File: src/rtl/atm_msg_pkg.sv
// atm_msg_pkg: state codes, display character encoding and message constants
// shared by the ATM message sequencer and its message ROM.
// Character code: 'A'..'Z' -> 0..25, BLANK -> 31.
package atm_msg_pkg;

  localparam logic [3:0] ST_IDLE     = 4'b0000;
  localparam logic [3:0] ST_DEPOSIT  = 4'b0110;
  localparam logic [3:0] ST_WITHDRAW = 4'b1011;
  localparam logic [3:0] ST_ERROR    = 4'b1101;
  localparam logic [3:0] ST_SUCCESS  = 4'b1110;

  localparam int CHAR_BITS = 5;
  typedef logic [CHAR_BITS-1:0] char_t;
  localparam char_t BLANK = 5'd31;

  typedef char_t [7:0]  msg8_t;   // char 0 is displayed leftmost
  typedef char_t [15:0] msg16_t;

  typedef enum logic [1:0] {
    D_SHOW,
    D_BLINK_OFF
`ifdef ATM_MSG_SCROLL_EN
    , D_SCROLL
`endif
  } disp_state_t;

  // ASCII letter to display code; anything else shows as BLANK
  function automatic char_t asc2chr(input logic [7:0] a);
    if (a >= 8'h41 && a <= 8'h5A) return char_t'(a - 8'h41);
    return BLANK;
  endfunction

  // String literals put the first character in the top byte
  function automatic msg8_t pack8(input logic [63:0] s);
    msg8_t m;
    for (int i = 0; i < 8; i++) m[i] = asc2chr(s[(7-i)*8 +: 8]);
    return m;
  endfunction

  function automatic msg16_t pack16(input logic [127:0] s);
    msg16_t m;
    for (int i = 0; i < 16; i++) m[i] = asc2chr(s[(15-i)*8 +: 8]);
    return m;
  endfunction

  localparam msg8_t  MSG_BLANK   = {8{BLANK}};
  localparam msg8_t  MSG_WELCOME = pack8("WELCOME ");
  localparam msg8_t  MSG_ERROR   = pack8("ERROR   ");
  localparam msg8_t  MSG_SUCCESS = pack8("SUCCESS ");
  localparam msg16_t MSG_SCROLL  = pack16("WELCOME TO ATM  ");

  // Named currencies; indices beyond the table display BLANK
  localparam int N_CUR_NAMES = 5;
  localparam msg8_t CUR_NAMES [N_CUR_NAMES] = '{
    pack8("DOLLAR  "), pack8("BTC     "), pack8("ETH     "),
    pack8("XRP     "), pack8("LTC     ")
  };

endpackage

File: src/rtl/atm_msg_rom.sv
// atm_msg_rom: combinational message lookup (state, currency, scroll offset).
// Optional: ATM_MSG_SCROLL_EN adds the offset port and the scrolling idle banner.
module atm_msg_rom
  import atm_msg_pkg::*;
#(
  parameter int CHAR_W     = 5,
  parameter int DISP_CHARS = 8,
  parameter int SEL_W      = 3
) (
  input  logic [3:0]                         states,
  input  logic [SEL_W-1:0]                   currency_sel,
`ifdef ATM_MSG_SCROLL_EN
  input  logic [3:0]                         offset,
`endif
  output logic [DISP_CHARS-1:0][CHAR_W-1:0]  msg
);

  msg8_t base;

  // Pick the 8-char message for the current ATM state
  always_comb begin
    base = MSG_BLANK;
    case (states)
`ifdef ATM_MSG_SCROLL_EN
      ST_IDLE: begin
        for (int i = 0; i < 8; i++) base[i] = MSG_SCROLL[offset + 4'(i)];
      end
`else
      ST_IDLE:                 base = MSG_WELCOME;
`endif
      ST_DEPOSIT, ST_WITHDRAW: if (int'(currency_sel) < N_CUR_NAMES)
                                 base = CUR_NAMES[3'(currency_sel)];
      ST_ERROR:                base = MSG_ERROR;
      ST_SUCCESS:              base = MSG_SUCCESS;
      default:                 base = MSG_BLANK;
    endcase
  end

  // Fit the 8-char message onto the display; extra positions stay blank
  for (genvar p = 0; p < DISP_CHARS; p++) begin : g_pos
    if (p < 8) begin : g_msg
      assign msg[p] = CHAR_W'(base[p]);
    end else begin : g_pad
      assign msg[p] = CHAR_W'(BLANK);
    end
  end

endmodule

File: src/rtl/atm_message_sequencer.sv
// atm_message_sequencer: currency selection from button edges and the
// registered display message with ERROR blinking.
// Optional: define ATM_MSG_SCROLL_EN for the scrolling 16-char idle banner.
module atm_message_sequencer
  import atm_msg_pkg::*;
#(
  parameter int CHAR_W     = 5,
  parameter int DISP_CHARS = 8,
  parameter int N_CURRENCY = 5,
  parameter int BLINK_DIV  = 50_000_000,
  parameter int SCROLL_DIV = 25_000_000
) (
  input  logic                            clk,
  input  logic                            rst,
  input  logic [3:0]                      states,
  input  logic                            btn_up,
  input  logic                            btn_down,
  output logic [CHAR_W*DISP_CHARS-1:0]    instruction,
  output logic [$clog2(N_CURRENCY)-1:0]   currency_sel,
  output logic                            sel_changed
);

  localparam int SEL_W = $clog2(N_CURRENCY);
  localparam int BW    = (BLINK_DIV > 1) ? $clog2(BLINK_DIV) : 1;
  localparam logic [SEL_W-1:0] SEL_MAX  = SEL_W'(N_CURRENCY - 1);
  localparam logic [BW-1:0]    BLK_LAST = BW'(BLINK_DIV - 1);
  localparam logic [DISP_CHARS-1:0][CHAR_W-1:0] BLANK_LINE = {DISP_CHARS{CHAR_W'(BLANK)}};

  if (N_CURRENCY < 2 || BLINK_DIV < 1 || SCROLL_DIV < 1) begin : g_bad_cfg
    $error("atm_message_sequencer: N_CURRENCY >= 2 and dividers >= 1 required");
  end

  logic                               up_q, dn_q, up_e, dn_e, sel_mode, fresh;
  logic [SEL_W-1:0]                   sel_nxt;
  logic [3:0]                         states_q;
  disp_state_t                        dst, dst_nxt, cur;
  logic [BW-1:0]                      blk_cnt, blk_cur, blk_nxt;
  logic [3:0]                         off_cur;
  logic [DISP_CHARS-1:0][CHAR_W-1:0]  rom_msg, instr_nxt;
`ifdef ATM_MSG_SCROLL_EN
  localparam int SW = (SCROLL_DIV > 1) ? $clog2(SCROLL_DIV) : 1;
  localparam logic [SW-1:0] SCR_LAST = SW'(SCROLL_DIV - 1);
  logic [SW-1:0] scr_cnt, scr_cur, scr_nxt;
  logic [3:0]    off, off_nxt;
`endif

  assign up_e     = btn_up & ~up_q;
  assign dn_e     = btn_down & ~dn_q;
  assign sel_mode = (states == ST_DEPOSIT) || (states == ST_WITHDRAW);
  assign fresh    = (states != states_q);

  // Next currency index: idle clears, opposing edges cancel
  always_comb begin
    sel_nxt = currency_sel;
    if (states == ST_IDLE)
      sel_nxt = '0;
    else if (sel_mode && up_e && !dn_e)
      sel_nxt = (currency_sel == SEL_MAX) ? '0 : currency_sel + SEL_W'(1);
    else if (sel_mode && dn_e && !up_e)
      sel_nxt = (currency_sel == '0) ? SEL_MAX : currency_sel - SEL_W'(1);
  end

  // Button edge registers and currency selection
  always_ff @(posedge clk or posedge rst) begin
    if (rst) begin
      up_q         <= 1'b0;
      dn_q         <= 1'b0;
      currency_sel <= '0;
      sel_changed  <= 1'b0;
    end else begin
      up_q         <= btn_up;
      dn_q         <= btn_down;
      currency_sel <= sel_nxt;
      sel_changed  <= (sel_nxt != currency_sel);
    end
  end

  // Display FSM state register, blink/scroll counters, last seen ATM state
  always_ff @(posedge clk or posedge rst) begin
    if (rst) begin
      dst      <= D_SHOW;
      blk_cnt  <= '0;
      states_q <= ST_IDLE;
`ifdef ATM_MSG_SCROLL_EN
      scr_cnt  <= '0;
      off      <= '0;
`endif
    end else begin
      dst      <= dst_nxt;
      blk_cnt  <= blk_nxt;
      states_q <= states;
`ifdef ATM_MSG_SCROLL_EN
      scr_cnt  <= scr_nxt;
      off      <= off_nxt;
`endif
    end
  end

  // Next-state: a change of ATM state behaves as a fresh entry this cycle,
  // so the message reacts immediately and counters restart from zero.
  always_comb begin
    cur     = D_SHOW;
    dst_nxt = D_SHOW;
    blk_cur = '0;
    blk_nxt = '0;
    off_cur = '0;
`ifdef ATM_MSG_SCROLL_EN
    scr_cur = '0;
    scr_nxt = '0;
    off_nxt = '0;
`endif
    if (states == ST_ERROR) begin
      if (!fresh) begin
        cur     = dst;
        blk_cur = blk_cnt;
      end
      dst_nxt = cur;
      if (blk_cur == BLK_LAST) begin
        blk_nxt = '0;
        dst_nxt = (cur == D_SHOW) ? D_BLINK_OFF : D_SHOW;
      end else begin
        blk_nxt = blk_cur + BW'(1);
      end
    end
`ifdef ATM_MSG_SCROLL_EN
    else if (states == ST_IDLE) begin
      cur     = D_SCROLL;
      dst_nxt = D_SCROLL;
      if (!fresh) begin
        scr_cur = scr_cnt;
        off_cur = off;
      end
      scr_nxt = (scr_cur == SCR_LAST) ? '0 : scr_cur + SW'(1);
      off_nxt = (scr_cur == SCR_LAST) ? off_cur + 4'd1 : off_cur;
    end
`endif
  end

  atm_msg_rom #(
    .CHAR_W     (CHAR_W),
    .DISP_CHARS (DISP_CHARS),
    .SEL_W      (SEL_W)
  ) u_rom (
    .states       (states),
    .currency_sel (currency_sel),
`ifdef ATM_MSG_SCROLL_EN
    .offset       (off_cur),
`endif
    .msg          (rom_msg)
  );

`ifndef ATM_MSG_SCROLL_EN
  logic unused_off;
  assign unused_off = ^off_cur;
`endif

  // Output: blink-off phase blanks the display, otherwise the ROM message
  always_comb begin
    instr_nxt = rom_msg;
    if (cur == D_BLINK_OFF) instr_nxt = BLANK_LINE;
  end

  // Registered message
  always_ff @(posedge clk or posedge rst) begin
    if (rst) instruction <= BLANK_LINE;
    else     instruction <= instr_nxt;
  end

endmodule

File: config.mk
export PLATFORM = sky130hd
export DESIGN_NAME = atm_message_sequencer
export DESIGN_NICKNAME = d
export VERILOG_FILES = /design/src/rtl/atm_msg_pkg.sv /design/src/rtl/atm_msg_rom.sv /design/src/rtl/atm_message_sequencer.sv
export SDC_FILE = /design/constraint.sdc
export NUM_CORES = 1
export LEC_CHECK = 0
export ABC_AREA = 1
export BUFFER_PORTS_ARGS = -buffer_cell sky130_fd_sc_hd__buf_4
export CORE_ASPECT_RATIO = 1.75
export CORE_UTILIZATION = 51
export DETAILED_ROUTE_END_ITERATION = 8
export HOLD_SLACK_MARGIN = 0.03
export PLACE_DENSITY = 0.75
export SYNTH_ARGS = -nofsm -noshare
export SYNTH_HDL_FRONTEND = slang
export SYNTH_HIERARCHICAL = 1
export SYNTH_SLANG_ARGS = --single-unit
File: constraint.sdc
create_clock -name clk -period 4.1 [get_ports clk]
set_input_delay 0.82 -clock clk [delete_from_list [all_inputs] [get_ports clk]]
set_output_delay 0.82 -clock clk [all_outputs]
set_load 0.005 [all_outputs]
==> results.json <==
{
  "status": "complete, no violations",
  "gp_congestion": 0.9794,
  "cp-start-kind": "input pin",
  "via_count": 3810,
  "power_density_nw_per_um2": 404.3,
  "grt_pass1_wl_mm": 17.99,
  "n_antenna_cell": 0,
  "final.setup_skew_ns": 0.006361,
  "setup_viol": 0,
  "grt_pass1_vias": 3846,
  "ys_seq_elements": 78,
  "rr_worst_depth": 14,
  "synth_top_area_share_pct": 23.30,
  "async_reset_ff_share_pct": 100.0,
  "rsz0062_at_grt": "no",
  "antenna_found_initial": 0,
  "cts-hold-fix-buffers": 0,
  "seq_area_um2": 2002,
  "area_growth_pct": 15.45,
  "final_cell_mix": "144 x nand2_1, 110 x inv_1, 76 x nor2_1",
  "tns_ns": 0,
  "path_class": "in -> reg",
  "synth_enable_flop_cells": 0,
  "fin_ws_ns": 1.159,
  "dieHeight_um": 126.4,
  "synth_top_area_cell": "dfstp_2",
  "die-area_um2": 9239,
  "hold_viol": 0,
  "cp-startpoint": "states[2]",
  "netlist_area_um2": 4511,
  "finalNetCount": 654,
  "grt_overflow": 0,
  "crit_fanout": 17,
  "worstMarginPinSlew_ns": 0.7981,
  "cp_data_required_time_ns": 4.36,
  "cts_made_buffers": 9,
  "multi_input_area_um2": 1889,
  "cts_tree": "done",
  "max_freq_ghz": 0.3400,
  "die_w_um": 73.09,
  "cts_buffer_depth": 2,
  "ir_drop_v": 0.0003276,
  "postCtsResizedCells": 0,
  "cts_setup_buffers": 0,
  "pre_cts_ws_ns": 0.8399,
  "cp_data_arrival_time_ns": 3.20,
  "rrSetupSlack_ns": 1.43,
  "top_level_ports": 52,
  "maxSlewHeadroom_pct": 46.71,
  "drc_errors": 0,
  "avgSynthCellArea_um2": 7.581,
  "yosysSeqAreaShare_pct": 44.38,
  "gr-usage-all-layers_pct": 26.31,
  "slew_violations": 0,
  "drtAntennaViolNets": 0,
  "synthFlopType": "dfstp_2",
  "syn_inst": 595,
  "period_share_pct": 71.73,
  "htree_levels": 3,
  "synth.distinct_cells": 32,
  "clock-sinks": 78,
  "ys_top_cells_by_area": "dfstp_2 23%, dfrtp_1 21%, nand2_1 12%",
  "drive_gt1_share_pct": 23.14,
  "final_common_cell": "nand2_1",
  "r2r-start": "states_q[2]",
  "root_buffer": "clkbuf_16",
  "wl_per_cell_um": 14.48,
  "crit_path_end": "dst[0]",
  "maxCapViolCount": 0,
  "dr.pass1.iters": 4,
  "period_needed_ns": 2.941,
  "viasPerCell": 5.007,
  "io_buffers": 51,
  "cp-end-kind": "flip-flop",
  "synth_warnings": 6,
  "path_clk_slew_ns": 0.06,
  "worst_skew_pair.late_latency_ns": 0.35,
  "p_leak_nw": 2.528,
  "initial_utilization_pct": 52.36,
  "hold_class": "reg -> reg",
  "grt_start_max_net_pins": 44,
  "wirelength_mm": 11.02,
  "core_um2": 8615,
  "dp_hpwl_mm": 8.196,
  "drtIter0Drc": 209,
  "rows": 45,
  "rr_endpoint": "dst[0]",
  "fill_cells": 793
}
-- worst max-delay path, stage by stage --
cell and delay [ns]:
buf_4 0.12, inv_1 0.06, nand2_1 0.06, nand2_1 0.12, nor2_8 0.31, nand2_4 0.22, inv_2 0.21, nand2_1 0.09
inv_1 0.08, ha_1 0.14, inv_1 0.06, nor3_1 0.41, nand2_1 0.10, nor2_1 0.15, nand3_1 0.08, a21oi_1 0.15
-- kinds of logic after synthesis --
group / share of synthesized area (%)
AOI/OAI and AO/OA: 3.578
xor gates and xnor gates: 2.524
adders and majority gates: 1.942
buffers and inverters: 14.15
DFF: 44.38
other: 0.08314
and+or+nand+nor: 33.34
-- layer usage --
metal	wire (um)	global-route usage (%)	up-vias
met2	6191	48.69	88
met5	0	0	-
li1	-	-	1878
met1	3787	24.50	1806
met4	669	19.26	0
met3	368	4.845	38
-- area by class of cell --
| class | count | area share (%) |
|---|---|---|
| sequential | 78 | 38.44 |
| timing repair buffer | 54 | 7.785 |
| multi-input combinational | 379 | 36.28 |
| clock buffer | 10 | 4.805 |
| clock inverter | 6 | 1.442 |
| tap | 117 | 2.811 |
| inverter | 117 | 8.433 |
-- synth_stat cells, types with 9 or more instances --
master and number:
dfrtp_1 38, a21oi_1 9, buf_4 17, nand3_1 44
nor2_2 14, nand2_1 144, xor2_1 9, dfstp_2 40
o21ai_0 16, inv_1 111, nand4_1 14, nor2_1 76
-- worst min-delay path by stage --
stage,startpoint,to,slack (ns),depth (start not counted)
finish,dst[1],dst[1],0.55,2
global route,dst[1],dst[1],0.57,2
CTS,dst[1],dst[1],0.55,2
detailed placement,dst[1],dst[1],0.54,2
global placement,dst[1],dst[1],0.53,2
floorplan,dst[1],dst[1],0.50,2
-- where the power goes --
part	leakage [nW]	internal [mW]	switching, mW	total [mW]
logic	1.44	0.146	0.202	0.347
clock network	0.157	0.518	0.344	0.862
registers	0.930	0.846	0.0499	0.896
total	2.53	1.51	0.596	2.11
-- state kept, by name (all words and copies together), names as in the netlist --
name,flops
blk_cnt,26
currency_sel,3
dn_q,1
dst,2
instruction,40
sel_changed,1
states_q,4
up_q,1
-- stage by stage --
stage | utilization, % | hold WS (ns) | total power [mW] | instance area [um2] | cells
after floorplan | - | 0.5001 | 1.128 | 4529 | 600
after CTS | 60.45 | 0.5508 | 2.113 | 5207 | 761
after global placement | 56.67 | 0.5265 | 1.234 | 4882 | 745
after global routing | 60.45 | 0.5727 | 2.193 | 5207 | 761
final | 60.45 | 0.5511 | 2.105 | 5207 | 761
after detailed placement | 56.67 | 0.5422 | 1.252 | 4882 | 745
Note: power is estimated with default switching activity, not from simulation.
